<file path="config.mk">
export PLATFORM = sky130hd
export DESIGN_NAME = feeder_dispatcher
export DESIGN_NICKNAME = d
export VERILOG_FILES = /design/src/rtl/feeder_dispatcher.sv
export SDC_FILE = /design/constraint.sdc
export NUM_CORES = 1
export LEC_CHECK = 0
export BUFFER_PORTS_ARGS = -buffer_cell sky130_fd_sc_hd__buf_2
export CAP_MARGIN = 20
export CORE_ASPECT_RATIO = 1.75
export CORE_MARGIN = 4
export CORE_UTILIZATION = 30
export DETAILED_ROUTE_END_ITERATION = 6
export GPL_TIMING_DRIVEN = 0
export PLACE_DENSITY = 0.62
export SETUP_SLACK_MARGIN = 0.02
export SLEW_MARGIN = 5
export SYNTH_ARGS = -nofsm -noshare
export SYNTH_HDL_FRONTEND = slang
export SYNTH_SLANG_ARGS = --single-unit
</file>
<file path="constraint.sdc">
create_clock -name clock -period 4.8 [get_ports clock]
set_input_delay 0.48 -clock clock [delete_from_list [all_inputs] [get_ports clock]]
set_output_delay 0.48 -clock clock [all_outputs]
set_load 0.1 [all_outputs]
</file>
<file path="src/rtl/feeder_dispatcher.sv">
// Host-side dispatcher for the branch feeder tree: issues tasks, sinks results,
// caps in-flight work, keeps issue/retire statistics and supports drain.
module feeder_dispatcher #(
  parameter int unsigned MAX_OUTSTANDING = 16,
  parameter int unsigned CNT_W           = 32
) (
  input  logic               clock,
  input  logic               reset,

  input  logic [143:0]       task_data,
  input  logic               task_valid,
  output logic               task_ready,

  output logic [143:0]       feed_data,
  output logic               feed_valid,
  input  logic               feed_ready,

  input  logic [39:0]        result_data,
  input  logic               result_valid,
  output logic               result_ready,

  output logic [39:0]        out_data,
  output logic               out_valid,
  input  logic               out_ready,

  input  logic               drain,
  output logic               drained,
  output logic [7:0]         outstanding,
  output logic [CNT_W-1:0]   issued_count,
  output logic [CNT_W-1:0]   retired_count,
  output logic               err_underflow
);

  localparam int unsigned TASK_W = 144;
  localparam int unsigned RES_W  = 40;
  localparam int unsigned OUT_W  = 8;
  localparam logic [OUT_W-1:0] CAP = OUT_W'(MAX_OUTSTANDING);

  typedef enum logic [1:0] {
    ST_RUN      = 2'd0,
    ST_DRAINING = 2'd1,
    ST_DRAINED  = 2'd2
  } state_e;

  state_e             state_q, state_d;
  logic               drained_q, drained_d;

  logic [TASK_W-1:0]  feed_data_q, feed_data_d;
  logic               feed_valid_q, feed_valid_d;
  logic [RES_W-1:0]   out_data_q, out_data_d;
  logic               out_valid_q, out_valid_d;

  logic [OUT_W-1:0]   outstanding_q, outstanding_d;
  logic [CNT_W-1:0]   issued_q, issued_d;
  logic [CNT_W-1:0]   retired_q, retired_d;
  logic               err_q, err_d;

  logic               feed_load_c;
  logic               task_ready_c;
  logic               result_ready_c;
  logic               task_acc_c;
  logic               res_acc_c;
  logic               idle_c;

  // Handshake qualifiers; readies never look at their own interface's valid.
  always_comb begin
    feed_load_c    = !feed_valid_q || feed_ready;
    task_ready_c   = (state_q == ST_RUN) && feed_load_c && (outstanding_q < CAP);
    result_ready_c = !out_valid_q || out_ready;
    task_acc_c     = task_valid && task_ready_c;
    res_acc_c      = result_valid && result_ready_c;
    idle_c         = (outstanding_q == '0) && !feed_valid_q && !out_valid_q;
  end

  // Task pipeline register toward the feeder tree.
  always_comb begin
    feed_valid_d = feed_valid_q;
    feed_data_d  = feed_data_q;
    if (task_acc_c) begin
      feed_valid_d = 1'b1;
      feed_data_d  = task_data;
    end else if (feed_ready) begin
      feed_valid_d = 1'b0;
    end
  end

  // Result pipeline register toward the host.
  always_comb begin
    out_valid_d = out_valid_q;
    out_data_d  = out_data_q;
    if (res_acc_c) begin
      out_valid_d = 1'b1;
      out_data_d  = result_data;
    end else if (out_ready) begin
      out_valid_d = 1'b0;
    end
  end

  // In-flight tracking; a stray result pins the count at zero and flags an error.
  always_comb begin
    outstanding_d = outstanding_q;
    err_d         = err_q;
    if (task_acc_c && !res_acc_c) begin
      outstanding_d = outstanding_q + OUT_W'(1);
    end else if (!task_acc_c && res_acc_c) begin
      if (outstanding_q == '0) begin
        err_d = 1'b1;
      end else begin
        outstanding_d = outstanding_q - OUT_W'(1);
      end
    end
  end

  always_comb begin
    issued_d  = issued_q;
    retired_d = retired_q;
    if (task_acc_c) begin
      issued_d = issued_q + CNT_W'(1);
    end
    if (res_acc_c) begin
      retired_d = retired_q + CNT_W'(1);
    end
  end

  // Drain control: releasing drain always returns to RUN.
  always_comb begin
    state_d = state_q;
    case (state_q)
      ST_RUN: begin
        if (drain) begin
          state_d = ST_DRAINING;
        end
      end
      ST_DRAINING: begin
        if (!drain) begin
          state_d = ST_RUN;
        end else if (idle_c) begin
          state_d = ST_DRAINED;
        end
      end
      ST_DRAINED: begin
        if (!drain) begin
          state_d = ST_RUN;
        end
      end
      default: state_d = ST_RUN;
    endcase
    drained_d = (state_d == ST_DRAINED);
  end

  always_ff @(posedge clock or negedge reset) begin
    if (!reset) begin
      state_q       <= ST_RUN;
      drained_q     <= 1'b0;
      feed_data_q   <= '0;
      feed_valid_q  <= 1'b0;
      out_data_q    <= '0;
      out_valid_q   <= 1'b0;
      outstanding_q <= '0;
      issued_q      <= '0;
      retired_q     <= '0;
      err_q         <= 1'b0;
    end else begin
      state_q       <= state_d;
      drained_q     <= drained_d;
      feed_data_q   <= feed_data_d;
      feed_valid_q  <= feed_valid_d;
      out_data_q    <= out_data_d;
      out_valid_q   <= out_valid_d;
      outstanding_q <= outstanding_d;
      issued_q      <= issued_d;
      retired_q     <= retired_d;
      err_q         <= err_d;
    end
  end

  assign task_ready    = task_ready_c;
  assign result_ready  = result_ready_c;
  assign feed_data     = feed_data_q;
  assign feed_valid    = feed_valid_q;
  assign out_data      = out_data_q;
  assign out_valid     = out_valid_q;
  assign drained       = drained_q;
  assign outstanding   = outstanding_q;
  assign issued_count  = issued_q;
  assign retired_count = retired_q;
  assign err_underflow = err_q;

endmodule

</file>
Yosys cells after proc, flatten, opt, wreduce, memory -nomap -nowiden. Index checks and enable logic that the tools add are counted.

Register bits: 262. Input port bits: 191. Output and inout bits: 262. Word-level logic and storage cells: 53.

Add/subtract/negate cells: 4. $lt $le $gt $ge: 1. Equal/unequal tests: 4. Mux-type cells: 12. Bitwise operators: 1. Reductions and logical operators: 21.

Operators by type and width (number): adder 32 x 1 -> 32 bit (second input constant) (2); 2-to-1 mux 8 bit (3); adder 8 x 1 -> 8 bit (second input constant) (1); logical AND 1 bit (8); zero test 8 bit (1); < comparator 8 x 5 -> 1 bit (second input constant) (1); 2-to-1 mux 2 bit (4); subtractor 8 x 1 -> 8 bit (second input constant) (1); one-hot mux 2 bit (3 select lines) (1); nonzero test 2 bit (3); equality test 2 bit (second input constant) (2); zero test 1 bit (4); 2-to-1 mux 1 bit (4); AND reduction 3 bit (1); equality test 2 x 1 -> 1 bit (second input constant) (1); zero test 2 bit (1); logical OR 1 bit (2); != test 2 x 1 -> 1 bit (second input constant) (1); AND reduction 2 bit (1); NOT 1 bit (1).

Longest topological paths before layout. Gate-level depths: netlist of run 1.

Depth in word-level cells: 9. Mapped depth: 14. Gate-level depth less buffers: 13.

Worst setup path after synthesis of run 1. Ideal clock, no wire load.

Kind: flip-flop to flip-flop. Start: register outstanding_q[5] (netlist: outstanding[5]). End: register outstanding_q[7] (netlist: outstanding[7]). Setup time: 0.162 ns. Arrival: 4.668 ns. Data required time: 4.638 ns. Path slack: -0.030 ns. Stages on the path, launching flop included: 15. Path buffers: 1. Clock period less this slack: 4.830 ns. Path through: dfrtp_1 -> or4_4 -> or4_4 -> inv_1 -> nand2_1 -> inv_1 -> buf_2 -> ha_1 -> inv_1 -> ha_1 -> a211oi_1 -> o21ai_0 -> a31oi_1 -> mux2i_1 -> xor2_1.

Word-level cells in the longest chain between the ends: 7. Elaborated cells between the ends (all ways): 15. Classes of those cells: add/sub (2); order compare (1); eq/ne (1); mux (3); reduce/logical (8).

RTL lines: start: declaration (RTL line 53) `logic [OUT_W-1:0] outstanding_q, outstanding_d;`; start signal: assignment (RTL line 170) `outstanding_q <= outstanding_d;`; < comparator 8 x 5 -> 1 bit (*) (RTL line 68) `task_ready_c = (state_q == ST_RUN) && feed_load_c && (outstanding_q < CAP);`; logical AND 1 bit (*) (RTL line 68); named net task_ready (RTL line 12) `output logic task_ready,`; logical AND 1 bit (*) (RTL line 70) `task_acc_c = task_valid && task_ready_c;`; zero test 1 bit (RTL line 105) `end else if (!task_acc_c && res_acc_c) begin`; logical AND 1 bit (RTL line 105); nonzero test 2 bit (no source line); AND reduction 2 bit (no source line).

Mark *: on every way through the listed nets, which the timed path passes. The rest lies on a longest branch. The select of a mux whose other input is x is not followed. A chain may end at the register's enable or synchronous reset.

Worst setup path after layout of run 1.
Start: register outstanding_q[5] (netlist: outstanding[5]). End: register outstanding_q[7] (netlist: outstanding[7]).

Word-level cells in the longest chain between the ends: 7. Elaborated cells between the ends (all ways): 15. Classes of those cells: add/sub (2); order compare (1); eq/ne (1); mux (3); reduce/logical (8).

RTL lines (RTL line): < comparator 8 x 5 -> 1 bit (68); logical AND 1 bit (68); logical AND 1 bit (70); zero test 1 bit (105); logical AND 1 bit (105); nonzero test 2 bit (no source line); AND reduction 2 bit (no source line).

Several ways; a longest one is shown, not always the timed one. The select of a mux whose other input is x is not followed.

==> results of run 1 <==
==> Yosys cell counts, drive strengths merged (3+ instances only) <==
cell type | n | area [um2]
nand2 | 596 | 2237
dfrtp | 262 | 6556
xnor2 | 41 | 359.1
xor2 | 28 | 245.2
clkbuf | 24 | 90.09
nand3 | 18 | 90.09
buf | 17 | 83.83
nor2 | 14 | 52.55
nor3 | 14 | 81.33
nand4 | 12 | 81.33
ha | 10 | 125.1
nand2b | 9 | 56.30
o21ai | 9 | 45.04
and3 | 8 | 50.05
inv | 7 | 26.28
and4 | 6 | 52.55
a21oi | 5 | 25.02
nor3b | 4 | 30.03
nor4 | 4 | 25.02
o21bai | 4 | 30.03
or4 | 3 | 30.03
==> path summary, 6_finish.rpt <==
path                            depth (start not counted)         startpoint  slack [ps]                end
min in group asynchronous                               2              reset         450      feed_data[58]
worst max register to register                         14     outstanding[5]         620     outstanding[7]
worst min register to register                          1  retired_count[31]         460  retired_count[31]
worst min-delay path                                    3    result_data[19]         130       out_data[19]
worst max-delay path                                   14     outstanding[5]         620     outstanding[7]
max in group asynchronous                               3              reset        3420      feed_data[18]
==> routing by layer <==
layer,up-vias,routed length (um)
met5,-,0
met4,0,1007
met3,56,2090
met2,346,17390
met1,4312,11840
li1,4448,-
==> flip-flops by register name, indices dropped and copies added (netlist names) <==
| register | cells |
|---|---|
| out_data | 40 |
| outstanding | 8 |
| feed_valid | 1 |
| retired_count | 32 |
| feed_data | 144 |
| err_underflow | 1 |
| state_q | 2 |
| out_valid | 1 |
| issued_count | 32 |
| drained | 1 |
==> worst reg2reg max path: stages (launching register included) <==
cell        delay, ps
dfrtp_1           430
or4_4             560
or4_4             560
clkinvlp_4        150
nand2_1           150
inv_1             120
buf_2             280
ha_1              260
inv_1             180
ha_1              330
a211oi_1          300
o21ai_0           140
a31oi_1           230
mux2i_1           250
xor2_1            150
==> metrics by stage <==
step                hold slack [ps]  cell area [um2]
floorplan                     184.4            10520
global placement              452.6            13360
detailed placement            440.2            13420
CTS                           97.94            14280
global route                  106.0            14280
finish                        132.1            14280
==> final cells by class <==
type                    instances  area, um2  area share (%)
repair buffers                455       2337           16.36
multi-input cells             802       3757           26.31
clock buffers                  32      671.9           4.704
flip-flops and latches        262       6556           45.90
well taps                     460      575.6           4.029
plain buffers                  41      173.9           1.218
clock inverters                10      177.7           1.244
inverters                       8      33.78          0.2365
==> kinds of logic after synthesis <==
family	Yosys count	share of synthesized area, %
and+or+nand+nor	695	26.96
AOI/OAI and AO/OA	25	1.439
muxes	2	0.2022
xor gates and xnor gates	69	5.746
buffers and inverters	49	1.939
adders and majority gates	11	1.380
DFF	262	62.34
==> results.toml, run 1 <==
[timing]
worst_pin_slew_ps = 911.3
hold_violations = 0
fin_setup_tns_ps = 0
period_needed_ps = 4176
fin_ws_ps = 624.3
relSlewSlack_pct = 38.78
period_share_pct = 86.99
setup_viol = 0
rsz0062_at_grt = "false"
clock.fmax_ghz = 0.2395
drv_slew = 0
clock_skew_ps = 18.31

[floorplanning]
fp.coreArea_um2 = 34570
fp.dieW_um = 149.5
core.rowCount = 90
die_height_um = 255.7
dieArea_um2 = 38240
ioPinCount = 453
start_util_pct = 30.42

[cts]
clock_latency_ps = 540
clkTransAtPathRegs_ps = 70
cts_made_buffers = 25
clockBufferDepth = 3
cts_resized = 0
cts_setup_buffers = 0
htreeDepth = 1
clock_sinks = 262
holdBufCountCts = 1
cts_tree = "yes"
cts-root-buf = "clkbuf_16"

[cells_and_area]
mostFrequentLayoutCells = "nand2_1, buf_2, dfrtp_1"
fin_util_pct = 41.32
drive_gt1_share_pct = 31.93
final_common_cell = "nand2_1"
diodes = 0
fin_cells = 2070
area_growth_pct = 35.81
nNetsFinal = 1797
nFillCells = 3485

[placed_design]
place_hpwl_mm = 25.09
io_buffers = 452
dp_cells = 2027
gp_congestion = 0.8280
pre_cts_slack_ps = 582.2

[setup_path]
slowest_delay_ps = 560
path_class = "reg2reg"
path_cells = "or4_4 > or4_4 > clkinvlp_4 > nand2_1 > inv_1 > buf_2 > ha_1 > inv_1 > ha_1 > a211oi_1 > o21ai_0 > a31oi_1 > mux2i_1 > xor2_1"
cp_max_fo = 10
cp_slowest_cell = "or4_4"
cp.arrival_ps = 4640
startpoint_type = "flop"
crit_required_ps = 5260
critPathBufInv = 4
crit_family = "simple AND/OR/NAND/NOR gates"
end_kind = "flop"

[drt]
drc_errors = 0
routed-via-count = 9162
ant_nets = 0
viasPerCell = 4.426
drt-total-wl_mm = 32.33
wl_per_cell_um = 15.62
dr.pass1.iters = 4
first_iter_violations = 354

[grt]
grtUsageTotal_pct = 16.47
grt_overflow = 0
grt_max_degree = 108
use_met1_pct = 18.49
met2_usage_pct = 30.94
grt_use_met3_pct = 2.764
top_usage_layer = "met2"
antenna_found_initial = 0
grt_pass1_wl_mm = 50.45
grt_pass1_vias = 9267

[logic_synthesis]
ys_seq_area_share_pct = 62.34
syn_inst = 1113
syn_area_per_cell_um2 = 9.450
ys_warn_count = 0
ys_ff_latch = 262
ys.flop_type = "dfrtp_1"
syn-num-nets = 1315
synth_edf_count = 0
synth-async-reset-ratio_pct = 100.0
syn_area_um2 = 10520
yosysUniqueCellTypes = 39

[job]
drv_cap = 0

[outcome]
status = "finished clean"

[min_path]
min_path_type = "in2reg"
Power of run 1 is left out: the tool's default activity adds up to more than one toggle a clock period on the data nets, which glitch-free logic cannot reach.
==> inputs of run 2 (changes only) <==
--- a/config.mk
+++ b/config.mk
@@ -7,12 +7,14 @@
 export LEC_CHECK = 0
 export BUFFER_PORTS_ARGS = -buffer_cell sky130_fd_sc_hd__buf_2
 export CAP_MARGIN = 20
+export CELL_PAD_IN_SITES_DETAIL_PLACEMENT = 0
+export CELL_PAD_IN_SITES_GLOBAL_PLACEMENT = 1
 export CORE_ASPECT_RATIO = 1.75
 export CORE_MARGIN = 4
 export CORE_UTILIZATION = 30
 export DETAILED_ROUTE_END_ITERATION = 6
 export GPL_TIMING_DRIVEN = 0
-export PLACE_DENSITY = 0.62
+export PLACE_DENSITY = 0.78
 export SETUP_SLACK_MARGIN = 0.02
 export SLEW_MARGIN = 5
 export SYNTH_ARGS = -nofsm -noshare
==> run 2 against run 1 <==
Largest cell class unchanged. Worst setup slack better by 47 ps. Design area up 0.23%. Critical path depth stayed put. Global-route usage up 0.64 points. Via count is essentially flat. Fmax is 1.1% higher. Highest routed layer is now met5.
==> results.toml, run 2 (synthesized netlist as in run 1, its figures left out) <==
[floorplanning]
fp.coreArea_um2 = 34570
die_height_um = 255.7
fp.dieW_um = 149.5
start_util_pct = 30.42
ioPinCount = 453
core.rowCount = 90
dieArea_um2 = 38240

[min_path]
hold_start = "result_data[16]"
hold_depth = 3
holdPathEnd = "out_data[16]"
min_path_type = "in2reg"

[cts]
clockBufferDepth = 3
cts_setup_buffers = 0
cts_made_buffers = 27
cts-root-buf = "clkbuf_16"
htreeDepth = 1
cts_tree = "yes"
clock_sinks = 262
clkTransAtPathRegs_ps = 70
clock_latency_ps = 540
cts_resized = 0

[cells_and_area]
fin_cells = 2080
largest_reg_flops = 144
area_growth_pct = 36.12
drive_gt1_share_pct = 31.95
final_common_cell = "nand2_1"
nNetsFinal = 1799
mostFrequentLayoutCells = "nand2_1, buf_2, dfrtp_1"
finish.instance_area_um2 = 14320

[setup_path]
r2r-start = "outstanding[5]"
path_class = "reg2reg"
startpoint_type = "flop"
cp.arrival_ps = 4600
end_kind = "flop"
cp_max_fo = 10
r2r_slack_ps = 670
crit_start = "outstanding[5]"
r2r_cells = 14
crit_required_ps = 5270
timing.rr.end = "outstanding[7]"

[timing]
drv_slew = 0
relSlewSlack_pct = 47.15
clock_skew_ps = 13.21
worst_pin_slew_ps = 786.7
period_share_pct = 86.01
setup_viol = 0
rsz0062_at_grt = "false"
hold_violations = 0
period_needed_ps = 4128
clock.fmax_ghz = 0.2422
fin_setup_tns_ps = 0

[job]
drv_cap = 0

[placed_design]
gp_congestion = 0.8205
place_hpwl_mm = 26.01
dp_cells = 2027
io_buffers = 452
place_area_um2 = 13420

[grt]
grtUsageTotal_pct = 17.11
grt_pass1_vias = 9111
antenna_found_initial = 7
grt_pass1_wl_mm = 51.89
grt_overflow = 0
grt_max_degree = 112

[drt]
drt-total-wl_mm = 33.74
ant_nets = 0
viasPerCell = 4.400
first_iter_violations = 320
dr.pass1.iters = 4
routed-via-count = 9153
drc_errors = 0
wl_per_cell_um = 16.22

[outcome]
status = "finished clean"
==> run 2: changes by cell type in the layout (fill, tap and decap cells not counted) <==
cell       previous run  this run
clkbuf_1             29        32
clkbuf_8              2         5
bufinv_16             5         2
clkbuf_16            25        27
clkinv_2              4         2
clkinv_4              0         1
inv_6                 0         1
diode_2               0         5
==> run 2: worst max path at each step <==
stage / end / slack [ps] / cells past startpoint
2_1_floorplan: outstanding[7] / 330 / 14
3_3_place_gp: feed_data[62] / -1710 / 1
3_5_place_dp: outstanding[7] / 600 / 14
4_1_cts: outstanding[7] / 600 / 14
5_1_grt: outstanding[7] / 340 / 14
6_report: outstanding[7] / 670 / 14
==> run 2: worst max-delay path, stage by stage (launching register included) <==
cell	delay, ps
dfrtp_1	430
or4_4	560
or4_4	560
clkinvlp_4	140
nand2_1	130
inv_1	100
buf_2	270
ha_1	250
inv_1	170
ha_1	330
a211oi_1	310
o21ai_0	150
a31oi_1	230
mux2i_1	240
xor2_1	160
==> run 2: metal layers <==
layer / routed length, um / vias to the layer above / share of wire, % / GRT usage (%)
li1: - / 4466 / - / -
met1: 12390 / 4308 / 37 / 19.49
met2: 17640 / 314 / 52 / 30.69
met3: 2527 / 63 / 7.5 / 4.216
met4: 1163 / 2 / 3.4 / 6.236
met5: 13 / - / 0.039 / 0
==> run 2: layout make-up <==
| type | instances | area (um2) |
|---|---|---|
| flip-flops and latches | 262 | 6556 |
| diodes | 5 | 12.51 |
| inverters | 8 | 33.78 |
| fillers | 3529 | 20250 |
| clock buffers | 40 | 774.5 |
| plain buffers | 41 | 173.9 |
| repair buffers | 455 | 2337 |
| multi-input cells | 802 | 3757 |
| well taps | 460 | 575.6 |
| clock inverters | 7 | 95.09 |
==> run 2: per-stage QoR <==
step                setup slack, ps  utilization (%)  hold slack [ps]
floorplan                     325.5                -            184.4
global placement              -1706            38.64            453.2
detailed placement            600.7            38.83            426.5
CTS                           596.1            41.38            79.21
global route                  342.2            41.40            103.2
finish                        671.5            41.41            126.2
==> run 2: timing repair <==
item	CTS	global route
endpoints found under the setup margin	0	0
hold endpoints to repair	49	0
hold buffers	1	0
Power of run 2 is left out for the same reason.
==> inputs of run 3 (changes only) <==
--- a/config.mk
+++ b/config.mk
@@ -10,11 +10,12 @@
 export CELL_PAD_IN_SITES_DETAIL_PLACEMENT = 0
 export CELL_PAD_IN_SITES_GLOBAL_PLACEMENT = 1
 export CORE_ASPECT_RATIO = 1.75
-export CORE_MARGIN = 4
+export CORE_MARGIN = 2
 export CORE_UTILIZATION = 30
 export DETAILED_ROUTE_END_ITERATION = 6
 export GPL_TIMING_DRIVEN = 0
 export PLACE_DENSITY = 0.78
+export REMOVE_ABC_BUFFERS = 1
 export SETUP_SLACK_MARGIN = 0.02
 export SLEW_MARGIN = 5
 export SYNTH_ARGS = -nofsm -noshare
==> constraint.sdc (replaced) <==
create_clock -name clock -period 4.8 [get_ports clock]
set_input_delay 1.44 -clock clock [delete_from_list [all_inputs] [get_ports clock]]
set_output_delay 1.44 -clock clock [all_outputs]
set_load 0.1 [all_outputs]
==> run 3 against run 2 <==
First-iteration DRC count increased by 33%. Design area down 1.2%. Sequential share of layout area rose by 0.57 points. Worst hold slack improved by 340 ps. Flip-flop and latch count is the same. Final cell count decreased by 2.1%. Clock skew rose by 12 ps. Critical path depth decreased by 1. Highest routed layer is now met4.
==> results.toml, run 3 (synthesized netlist as in run 1, its figures left out) <==
[cells_and_area]
seq_area_um2 = 6556
multi_input_area_um2 = 3767
area_growth_pct = 34.45
largest_reg_flops = 144
nNetsFinal = 1760
nFillCells = 3584
drive_gt1_share_pct = 31.91
mostFrequentLayoutCells = "nand2_1, buf_2, dfrtp_1"
finish.instance_area_um2 = 14140
final_common_cell = "nand2_1"

[min_path]
min_path_type = "reg2reg"
hold_depth = 2

[drt]
wl_per_cell_um = 15.09
dr.pass1.iters = 5
ant_nets = 0
first_iter_violations = 426
drc_errors = 0
viasPerCell = 4.395
drt-total-wl_mm = 30.74
routed-via-count = 8953

[grt]
grt_overflow = 0
met2_usage_pct = 29.51
grt_max_degree = 118
grtUsageTotal_pct = 16.38
antenna_found_initial = 4
use_met1_pct = 19.29
top_usage_layer = "met2"
grt_pass1_vias = 8839
grt_use_met3_pct = 2.694
grt_pass1_wl_mm = 48.44

[cts]
cts_resized = 0
cts_made_buffers = 26
clock_sinks = 262
cts_tree = "yes"
cts-root-buf = "clkbuf_16"
clock_latency_ps = 550
htreeDepth = 1
clkTransAtPathRegs_ps = 70
clockBufferDepth = 3
cts_setup_buffers = 0
holdBufCountCts = 0

[outcome]
status = "finished clean"

[placed_design]
place_area_um2 = 13370
place_hpwl_mm = 22.87
gp_congestion = 0.8401
pre_cts_slack_ps = -290.6
io_buffers = 452

[floorplanning]
fp.coreArea_um2 = 34570
fp.dieW_um = 145.5
start_util_pct = 30.42
die_height_um = 251.7
dieArea_um2 = 36630
core.rowCount = 90
ioPinCount = 453

[setup_path]
r2r_cells = 13
crit_required_ps = 5280
cp.arrival_ps = 4890
path_class = "reg2reg"
end_kind = "flop"
startpoint_type = "flop"
cp_max_fo = 31

[timing]
hold_violations = 0
setup_viol = 0
fin_ws_ps = 383.9
fin_setup_tns_ps = 0
drv_slew = 0
rsz0062_at_grt = "false"
worst_pin_slew_ps = 861.5
period_share_pct = 92.00
clock_skew_ps = 25.36
clock.fmax_ghz = 0.2264
relSlewSlack_pct = 42.36
period_needed_ps = 4416

[job]
drv_cap = 0
run 3: cell count changes in the layout (fill, tap and decap cells not counted), sizes merged:
cell,delta
diode,-1
bufinv,-2
buf,-13
dlygate4sd3,-1
clkinv,+2
clkbuf,-28
run 3: area by class of cell:
class | instances | area share [%]
multi-input combinational | 802 | 26.64
tap | 460 | 4.070
timing repair buffer | 458 | 17.24
antenna | 4 | 0.07078
clock buffer | 36 | 5.008
sequential | 262 | 46.36
inverter | 8 | 0.2477
clock inverter | 7 | 0.3628
run 3: per-layer routing:
metal / vias up / part of all wire (%)
li1: 4377 / -
met1: 4234 / 39
met2: 291 / 52
met3: 51 / 5.1
met4: 0 / 3.3
met5: - / 0
run 3: critical path, stage by stage, from the launching register on:
cell and delay, ps:
dfrtp_1 440, or4_4 540, or4_4 560, inv_1 310, nand2_4 270, inv_6 300
ha_1 260, inv_1 180, ha_1 340, a211oi_1 340, o21ai_0 160, a31oi_1 210
mux2i_1 240, xor2_1 170
run 3: final timing paths:
kind                                      from               to  slack, ps
worst max-delay path            outstanding[4]   outstanding[7]        380
worst min-delay path            feed_data[100]   feed_data[100]        470
worst max register to register  outstanding[4]   outstanding[7]        380
worst min register to register  feed_data[100]   feed_data[100]        470
max in group asynchronous                reset  issued_count[6]       3070
min in group asynchronous                reset     feed_data[2]        790
run 3: through the flow:
stage               hold slack (ps)  instances  utilization [%]
finish                        465.1       2037            40.90
global route                  485.1       2037            40.90
CTS                           471.7       2033            40.88
detailed placement            456.3       1990            38.68
global placement              452.2       1984            38.13
floorplan                     450.8       1072                -
Power of run 3 is left out for the same reason.
